$ cat config.mk
export PLATFORM = sky130hd
export DESIGN_NAME = hub_message_router_flat
export DESIGN_NICKNAME = d
export VERILOG_FILES = /design/src/rtl/hub_message_router_if.sv /design/src/rtl/hub_message_router.sv /design/src/flat_wrapper.sv
export SDC_FILE = /design/constraint.sdc
export NUM_CORES = 1
export LEC_CHECK = 0
export BUFFER_PORTS_ARGS = -buffer_cell sky130_fd_sc_hd__buf_2
export CORE_ASPECT_RATIO = 0.5
export CORE_UTILIZATION = 56
export CTS_CLUSTER_DIAMETER = 80
export CTS_CLUSTER_SIZE = 14
export DETAILED_ROUTE_END_ITERATION = 8
export HOLD_SLACK_MARGIN = 0.1
export PLACE_DENSITY = 0.8
export SETUP_SLACK_MARGIN = 0.4
export SYNTH_ARGS = -nofsm -noshare
export SYNTH_HDL_FRONTEND = slang
export SYNTH_SLANG_ARGS = --single-unit
export TNS_END_PERCENT = 50
$ cat constraint.sdc
create_clock -name clk -period 16.9 [get_ports clk]
set_clock_uncertainty 0.15 [all_clocks]
set_input_delay 3.38 -clock clk [delete_from_list [all_inputs] [get_ports clk]]
set_output_delay 3.38 -clock clk [all_outputs]
set_load 0.02 [all_outputs]
$ cat src/rtl/hub_message_router_if.sv
// rtl/hub_message_router_if.sv - upstream FWFT drain handshake and per-port output bundle
interface hub_message_router_if #(
   parameter int HUB_FIFO_WIDTH = 32,
   parameter int NUM_PORTS      = 4
);
   logic [HUB_FIFO_WIDTH-1:0]           wide_fifo_data;
   logic                                wide_fifo_valid;
   logic                                wide_fifo_ready;
   logic [NUM_PORTS*HUB_FIFO_WIDTH-1:0] out_data;
   logic [NUM_PORTS-1:0]                out_valid;
   logic [NUM_PORTS-1:0]                out_ready;

   modport master (
      input  wide_fifo_data, wide_fifo_valid, out_ready,
      output wide_fifo_ready, out_data, out_valid
   );

   modport slave (
      output wide_fifo_data, wide_fifo_valid, out_ready,
      input  wide_fifo_ready, out_data, out_valid
   );
endinterface

$ cat src/rtl/hub_message_router.sv
// rtl/hub_message_router.sv - routes hub messages by destination field into per-port 2-entry FIFOs
module hub_message_router #(
   parameter int HUB_FIFO_WIDTH = 32,
   parameter int NUM_PORTS      = 4,
   parameter int DEST_WIDTH     = 4
) (
   input  logic                 clk,
   input  logic                 reset,
   hub_message_router_if.master hub,
   output logic [15:0]          drop_count
);
   localparam int W = HUB_FIFO_WIDTH;
   localparam logic [DEST_WIDTH-1:0] NP_D = DEST_WIDTH'(NUM_PORTS);

   logic [W-1:0]           mem_q   [NUM_PORTS][2];
   logic [W-1:0]           mem_d   [NUM_PORTS][2];
   logic [1:0]             count_q [NUM_PORTS];
   logic [1:0]             count_d [NUM_PORTS];
   logic [NUM_PORTS-1:0]   rd_ptr_q, rd_ptr_d, wr_ptr_q, wr_ptr_d;
   logic [NUM_PORTS-1:0]   space, push, pop;
   logic [15:0]            drop_count_q, drop_count_d;
   logic [DEST_WIDTH-1:0]  dest;
   logic                   is_uni, is_bcast, uni_space, accept, ready;

   always_comb begin
      dest      = hub.wide_fifo_data[W-1 -: DEST_WIDTH];
      is_uni    = dest < NP_D;
      is_bcast  = &dest;
      uni_space = 1'b0;
      // Space comes from registered counts only, keeping out_ready off the wide_fifo_ready path.
      for (int i = 0; i < NUM_PORTS; i++) begin
         space[i] = count_q[i] != 2'd2;
         if (dest == DEST_WIDTH'(i)) uni_space = space[i];
      end
      accept = is_uni ? uni_space : (is_bcast ? &space : 1'b1);
      ready  = !reset && hub.wide_fifo_valid && accept;

      for (int i = 0; i < NUM_PORTS; i++) begin
         push[i]     = ready && (is_bcast || (is_uni && dest == DEST_WIDTH'(i)));
         pop[i]      = (count_q[i] != 2'd0) && hub.out_ready[i];
         mem_d[i]    = mem_q[i];
         if (push[i]) mem_d[i][wr_ptr_q[i]] = hub.wide_fifo_data;
         wr_ptr_d[i] = wr_ptr_q[i] ^ push[i];
         rd_ptr_d[i] = rd_ptr_q[i] ^ pop[i];
         count_d[i]  = count_q[i] + 2'(push[i]) - 2'(pop[i]);
      end

      drop_count_d = drop_count_q;
      if (ready && !is_uni && !is_bcast && drop_count_q != 16'hFFFF)
         drop_count_d = drop_count_q + 16'd1;
   end

   always_ff @(posedge clk) begin
      if (reset) begin
         for (int i = 0; i < NUM_PORTS; i++) begin
            count_q[i]  <= 2'd0;
            mem_q[i][0] <= '0;
            mem_q[i][1] <= '0;
         end
         rd_ptr_q     <= '0;
         wr_ptr_q     <= '0;
         drop_count_q <= 16'd0;
      end else begin
         for (int i = 0; i < NUM_PORTS; i++) begin
            count_q[i] <= count_d[i];
            mem_q[i]   <= mem_d[i];
         end
         rd_ptr_q     <= rd_ptr_d;
         wr_ptr_q     <= wr_ptr_d;
         drop_count_q <= drop_count_d;
      end
   end

   always_comb begin
      hub.out_data  = '0;
      hub.out_valid = '0;
      for (int i = 0; i < NUM_PORTS; i++) begin
         hub.out_valid[i]        = count_q[i] != 2'd0;
         hub.out_data[i*W +: W]  = mem_q[i][rd_ptr_q[i]];
      end
   end

   assign hub.wide_fifo_ready = ready;
   assign drop_count          = drop_count_q;
endmodule

$ cat src/flat_wrapper.sv
// flat-port wrapper written by rule: the top's interface ports become plain ports
module hub_message_router_flat 
#(
   parameter int HUB_FIFO_WIDTH = 32,
   parameter int NUM_PORTS      = 4,
   parameter int DEST_WIDTH     = 4
)
  (clk, reset, drop_count, hub_wide_fifo_data, hub_wide_fifo_valid, hub_out_ready, hub_wide_fifo_ready, hub_out_data, hub_out_valid);
  hub_message_router_if #(.HUB_FIFO_WIDTH(HUB_FIFO_WIDTH), .NUM_PORTS(NUM_PORTS)) hub_i ();
  input  logic clk;
  input  logic reset;
  output logic [15:0] drop_count;
  input wire logic [$bits(hub_i.wide_fifo_data)-1:0] hub_wide_fifo_data;
  input wire logic [$bits(hub_i.wide_fifo_valid)-1:0] hub_wide_fifo_valid;
  input wire logic [$bits(hub_i.out_ready)-1:0] hub_out_ready;
  output wire logic [$bits(hub_i.wide_fifo_ready)-1:0] hub_wide_fifo_ready;
  output wire logic [$bits(hub_i.out_data)-1:0] hub_out_data;
  output wire logic [$bits(hub_i.out_valid)-1:0] hub_out_valid;
  assign hub_i.wide_fifo_data = hub_wide_fifo_data;
  assign hub_i.wide_fifo_valid = hub_wide_fifo_valid;
  assign hub_i.out_ready = hub_out_ready;
  assign hub_wide_fifo_ready = hub_i.wide_fifo_ready;
  assign hub_out_data = hub_i.out_data;
  assign hub_out_valid = hub_i.out_valid;
  hub_message_router #(.HUB_FIFO_WIDTH(HUB_FIFO_WIDTH), .NUM_PORTS(NUM_PORTS), .DEST_WIDTH(DEST_WIDTH)) u_core (.clk(clk), .reset(reset), .hub(hub_i), .drop_count(drop_count));
endmodule
==> summary.txt, run 1 <==
Outcome
  – Status: complete, no violations

Timing
  – RSZ-0062 raised after global routing: false
  – Worst slew pin tran: 1310 ps
  – Final Hold Fails: 0
  – Min cycle time layout: 8490 ps
  – Finish-stage setup viols: 0
  – Setup TNS: 0 ps
  – Slew headroom: 12.9%
  – Slew Limit Fails: 0
  – WHS: 299 ps
  – Fmax: 118 MHz
  – Tcrit/Tclk final: 50.2%

Global route
  – GRT Total Usage: 27.4%
  – Initial antenna violation count: 0
  – Number of global-route vias before repair: 9,873
  – First-pass GRT wire length: 53.9 mm
  – Aggregate global routing overflow: 0
  – Pin count of the biggest net entering global routing: 96

Critical path
  – Data arrival time of the worst path: 4960 ps
  – R2R setup slack: 13,580 ps
  – Reg2reg start: u_core.count_q[0][5]
  – CP Class: in -> out
  – Critical Path RT: 13,370 ps
  – Startpoint types: primary input
  – Crit path max fanout: 12
  – Reg2reg end: u_core.mem_q[2][49]
  – Worst R2R Path Depth: 5
  – Setup crit start: hub_wide_fifo_data[30]
  – Worst setup EP type: output pin

Drt
  – DRC Markers: 0
  – Wirelength, routed: 34.7 mm
  – DRT Pass-1 Iters: 5
  – DRT iter0 DRCs: 827
  – Final antenna-violating net count: 0
  – Via count: 9,995
  – Routed len/inst: 20.5 um
  – Vias per cell: 5.91

Power
  – Reg power frac: 47.3%
  – Pwr Density: 121 mW/mm^2
  – Final Total Pwr: 1.85 mW
  – Int Pwr: 1.26 mW
  – Comb pwr share: 24.3%
  – Clk network pwr share: 28.4%
  – Psw: 0.591 mW
  – Leak: 5.70 nW
  – Worst vdd ir: 0.0895 mV
  – Switching share of power: 31.9%

Synthesis
  – Syn avg cell area: 11.0 um^2
  – Yosys top cell area share: 35.4%
  – Synth cell count leaders: edfxtp_1 (160), nor2_1 (134), nand2_1 (130), dfxtp_1 (128), mux2_2 (128)
  – Post-synthesis cell count: 1,232
  – Area leader, netlist: edfxtp_1
  – Synth unique cells: 51
  – Post-synthesis sequential area ratio: 54.3%
  – Count leader, synth: edfxtp_1
  – Async SR Flop Fraction: 0%
  – Top cells by area, synth: edfxtp_1 (35%), dfxtp_1 (19%), mux2_2 (11%)
  – Top_reg_cell synth: edfxtp_1
  – Yosys reg bits: 288
  – Ys Warns: 0
  – Post-Syn Area: 0.0136 mm^2
  – Number of enable flip-flop cells after synthesis: 160
  – Syn Nets: 1,280

Clock network
  – CTS Sinks: 288
  – Post_cts resized: 0
  – CTS clk-pin slew, worst paths: 60 ps
  – TritonCTS clock tree: done
  – Htree depth: 1
  – Clock Latency Late Sink: 540 ps
  – Worst-case clock buffer depth: 3
  – Post-CTS Setup Repair Bufs: 0
  – Clock root cell: clkbuf_16
  – CTS Hold Bufs: 0
  – CTS buffer count: 24

Floorplan
  – Initial Utilization: 58.3%
  – DIE HEIGHT: 112 um
  – Die Width: 222 um
  – Die area: 0.0249 mm^2
  – IO Pins: 188
  – Std cell rows: 39
  – Core Footprint: 0.0233 mm^2

Placement
  – HPWL Detailed: 21.7 mm
  – Buffers on Ports: 187
  – Placed Cells: 1,646
  – Gpl congestion: 0.850

Cells and area
  – Final Non-Filler Cells: 1,690
  – Final-stage net count: 1,413
  – Fraction of layout cells with a size suffix above 1: 27.2%
  – Fillers: 1,835
  – Area growth from synthesis to layout: 13.0%
  – # diodes: 0

Flow run
  – MaxCap Viol Count: 0

Worst hold path
  – HP Class: reg -> reg
  – Hold Path End: u_core.mem_q[3][36]
  – Hold path startpoint: u_core.mem_q[3][36]
  – Hold path depth: 2
-- worst max path at each step --
stage / endpoint / slack, ps / cells past startpoint
3_5_place_dp: hub_wide_fifo_ready / 8430 / 6
4_1_cts: hub_wide_fifo_ready / 8430 / 6
6_report: hub_wide_fifo_ready / 8410 / 6
5_1_grt: hub_wide_fifo_ready / 8300 / 6
3_3_place_gp: hub_wide_fifo_ready / 8460 / 6
2_1_floorplan: u_core.mem_q[1][0] / 7290 / 5
-- placed cells by master, fill, tap and decap left out, types with 4 or more instances in the layout --
master / instances
mux2i_1: 96
o31ai_1: 29
o21ai_0: 9
nor3_1: 5
edfxtp_1: 160
dfxtp_2: 5
inv_1: 13
xor2_1: 6
clkbuf_16: 25
nand4_1: 34
or2_2: 4
nor2_1: 133
mux2_2: 128
clkbuf_1: 18
a21oi_1: 93
nor2b_1: 9
dfxtp_1: 122
nand3_1: 12
and2_1: 71
buf_4: 14
xnor2_1: 18
buf_2: 186
ha_1: 9
nand2b_1: 4
nor4_1: 6
nand2_1: 130
-- sequential cells by signal (all words and copies together) (netlist names) --
name and cells:
u_core.mem_q 256, u_core.drop_count 16, u_core.count_q 8, u_core.rd_ptr_q 4, u_core.wr_ptr_q 4
-- cell type report --
type,count,area [um^2],area share (%)
flip-flops and latches,288,7380,48.2
multi-input cells,837,5760,37.6
repair buffers,201,1050,6.84
clock buffers,43,693,4.52
well taps,307,384,2.51
inverters,13,48.8,0.319
clock inverters,1,8.76,0.0572
-- per-stage QoR --
stage / area (um^2) / setup slack, ps / util [%]
2_1_floorplan: 13600 / 7290 / -
3_3_place_gp: 14600 / 8460 / 62.8
3_5_place_dp: 14600 / 8430 / 62.8
4_1_cts: 15300 / 8430 / 65.8
5_1_grt: 15300 / 8300 / 65.8
6_report: 15300 / 8410 / 65.8
-- routing by layer --
layer  track usage [%]  part of all wire (%)
met3              5.76                   6.9
met2              44.0                    47
met1              37.4                    43
met4              8.47                   2.6
met5                 0                     0
-- critical path, cell delays in order --
cell and delay, ps:
buf_2 190, or2_0 370, a221o_1 400, o211ai_1 330, inv_1 110, buf_2 180
-- power by group through the flow --
stage / clock network (mW) / logic [mW] / registers (mW)
after detailed placement: 0 / 0.451 / 0.892
after global routing: 0.557 / 0.479 / 0.886
after global placement: 0 / 0.444 / 0.888
after CTS: 0.531 / 0.454 / 0.877
after floorplan: 0 / 0.376 / 0.818
final: 0.526 / 0.452 / 0.877
-- cell families (layout without fill, tap and decap cells) --
kind of cell             count (synthesis)  in the layout  share of synthesized area (%)
AND/OR/NAND/NOR                        422            422                           14.5
flip-flops                             288            288                           54.3
multiplexers                           226            226                           17.9
AO/OA/AOI/OAI                          156            156                           7.38
buffers and inverters                  107            258                           3.52
XOR/XNOR                                24             24                           1.55
adder cells (fa/ha/maj)                  9              9                          0.830
Note: power is estimated with default switching activity, not from simulation.
==> run 2, diff against run 1 <==
ABC_AREA = 1   (was not set)
CORE_UTILIZATION = 52   (was 56)
PLACE_DENSITY = 0.78   (was 0.8)
clock period = 7.5 ns   (was 16.9 ns; I/O delays follow)
==> run 2 against run 1 <==
Compared with the run above: setup slack worse by 5300 ps; synthesized area down 1.6%; clock power is 120% higher; first-iteration DRC count up 77%; register-to-register slack worse by 9300 ps; non-clock buffer count up 4; global-route usage fell by 1.4 points; cell area is 1.6% lower; hold slack better by 12 ps.
==> summary.txt, run 2 <==
Outcome
  – Status: complete, no violations

Timing
  – RSZ-0062 raised after global routing: false
  – Tcrit/Tclk final: 59.1%
  – Slew Limit Fails: 0
  – Final Hold Fails: 0
  – WHS: 311 ps
  – Min cycle time layout: 4430 ps
  – Setup TNS: 0 ps
  – Worst slew pin tran: 1130 ps
  – Finish-stage setup viols: 0
  – Slew headroom: 24.6%
  – Fmax: 226 MHz

Clock network
  – Htree depth: 1
  – Clock root cell: clkbuf_16
  – CTS clk-pin slew, worst paths: 60 ps
  – Post-CTS Setup Repair Bufs: 0
  – CTS buffer count: 24
  – Clock Latency Late Sink: 550 ps
  – CTS Hold Bufs: 0
  – CTS Sinks: 288
  – TritonCTS clock tree: done
  – Post_cts resized: 0
  – Worst-case clock buffer depth: 3

Drt
  – Met3 WL: 2.89 mm
  – DRC Markers: 0
  – DRT Pass-1 Iters: 5
  – Final antenna-violating net count: 0
  – Vias per cell: 5.42
  – Via count: 11,600
  – DR WL met2: 15.3 mm
  – Top Layer Used: met4
  – Routed len/inst: 16.3 um
  – Wirelength, routed: 34.9 mm
  – DRT iter0 DRCs: 1,467
  – Metal-1 WL: 15.8 mm

Global route
  – Initial antenna violation count: 2
  – First-pass GRT wire length: 54.2 mm
  – GRT Total Usage: 26.0%
  – Number of global-route vias before repair: 10,200
  – Aggregate global routing overflow: 0
  – Pin count of the biggest net entering global routing: 96

Critical path
  – Worst setup EP type: output pin
  – R2R setup slack: 4280 ps
  – Crit path max fanout: 34
  – CP peak stage delay: 970 ps
  – Worst R2R Path Depth: 10
  – Slowest-stage cell, CP: clkinv_1
  – Startpoint types: register
  – CP most frequent cell: nand2_1
  – Largest delay contributor family on the critical path: buffers and inverters
  – Reg2reg end: u_core.mem_q[1][8]
  – Data arrival time of the worst path: 2780 ps
  – Critical Path RT: 5850 ps
  – CP Class: reg -> out
  – Cells along the critical path: buf_4 > clkinv_1 > nand2_1 > nand2_1 > buf_2
  – Crit path buf inv count: 3
  – Reg2reg start: u_core.count_q[0][2]
  – WP depth: 5

Power
  – Final Total Pwr: 3.66 mW
  – Leak: 6.79 nW
  – Worst vdd ir: 0.122 mV
  – Pwr Density: 243 mW/mm^2

Cells and area
  – Area growth from synthesis to layout: 12.9%
  – Fraction of layout cells with a size suffix above 1: 13.8%
  – Final-stage net count: 1,831
  – Fillers: 2,181
  – Top reg by flops: u_core.mem_q
  – Most common cell after layout, fill and taps aside: nand2_1
  – Number of flip-flops under the largest register name: 256
  – Finished Cell Area: 0.0151 mm^2
  – Leading cell types in the layout, fill and taps excluded: nand2_1 (517), buf_2 (187), a21oi_1 (180), nor2_1 (179), edfxtp_1 (160)

Floorplan
  – Core Footprint: 0.0252 mm^2
  – Initial Utilization: 53.0%
  – Die area: 0.0263 mm^2
  – IO Pins: 188
  – Die Width: 229 um
  – DIE HEIGHT: 115 um
  – Std cell rows: 41

Synthesis
  – Async SR Flop Fraction: 0%
  – Top_reg_cell synth: edfxtp_1
  – Ys Warns: 0
  – Number of enable flip-flop cells after synthesis: 160
  – Yosys top cell area share: 36.0%
  – Post-synthesis cell count: 1,668
  – Post-synthesis sequential area ratio: 55.2%
  – Syn Nets: 1,716
  – Area leader, netlist: edfxtp_1
  – Synth unique cells: 24
  – Synth cell count leaders: nand2_1 (518), a21oi_1 (180), nor2_1 (180), edfxtp_1 (160), o21ai_0 (141)
  – Count leader, synth: nand2_1
  – Top cells by area, synth: edfxtp_1 (36%), dfxtp_1 (19%), nand2_1 (15%)
  – Yosys reg bits: 288
  – Post-Syn Area: 0.0133 mm^2
  – Syn avg cell area: 8.00 um^2

Placement
  – HPWL Detailed: 22.3 mm
  – Gpl congestion: 0.888
  – Buffers on Ports: 187
  – Dpl cell area: 0.0144 mm^2

Worst hold path
  – Hold path depth: 2
  – Hold path startpoint: u_core.mem_q[3][35]
  – Hold Path End: u_core.mem_q[3][35]
  – HP Class: reg -> reg

Flow run
  – MaxCap Viol Count: 0
run 2: worst max path at each step:
stage                          endpoint                    from  slack, ps
global route           hub_out_data[48]      u_core.rd_ptr_q[1]       2920
floorplan           u_core.mem_q[0][32]                   reset       2190
finish                 hub_out_data[32]      u_core.rd_ptr_q[1]       3070
global placement     u_core.mem_q[1][8]  hub_wide_fifo_data[31]       3090
CTS                    hub_out_data[35]      u_core.rd_ptr_q[1]       3080
detailed placement   u_core.mem_q[1][8]  hub_wide_fifo_data[31]       3000
run 2: metrics by stage:
stage	setup slack, ps	util [%]	instances
after CTS	3080	59.8	2141
final	3070	59.8	2143
after detailed placement	3000	57.1	2101
after global placement	3090	57.1	2101
after floorplan	2190	-	1668
after global routing	2920	59.8	2143
run 2: cell type report:
cell class	count	area, um^2	share of cell area [%]
sequential	288	7370	48.9
multi-input combinational	1137	5040	33.4
timing repair buffer	205	1070	7.11
clock buffer	38	653	4.33
inverter	127	478	3.17
tap	344	430	2.86
clock inverter	2	25.0	0.166
antenna	2	5.00	0.0332
run 2: logic make-up (layout without fill, tap and decap cells):
| logic type | count (synthesis) | count (layout) | share of synthesized area (%) |
|---|---|---|---|
| AO/OA/AOI/OAI | 322 | 322 | 12.1 |
| XOR/XNOR | 4 | 4 | 0.262 |
| adder cells (fa/ha/maj) | 9 | 9 | 0.844 |
| buffers and inverters | 243 | 372 | 7.17 |
| flip-flops | 288 | 288 | 55.2 |
| other | 0 | 2 | 0 |
| AND/OR/NAND/NOR | 802 | 802 | 24.4 |
run 2: where the power goes:
part	internal [mW]	switching [mW]
clock	0.598	0.564
sequential	1.75	0.0367
combinational	0.186	0.519
run 2: per-layer routing:
layer,vias to the layer above,GRT usage (%)
met5,-,0
li1,5695,-
met1,5420,38.5
met4,0,7.92
met3,61,4.29
met2,447,39.0
run 2: tightest hold or removal path, stage by stage (launching register included):
cell and delay, ps:
dfxtp_1 310, nand2_1 60, a21oi_1 50
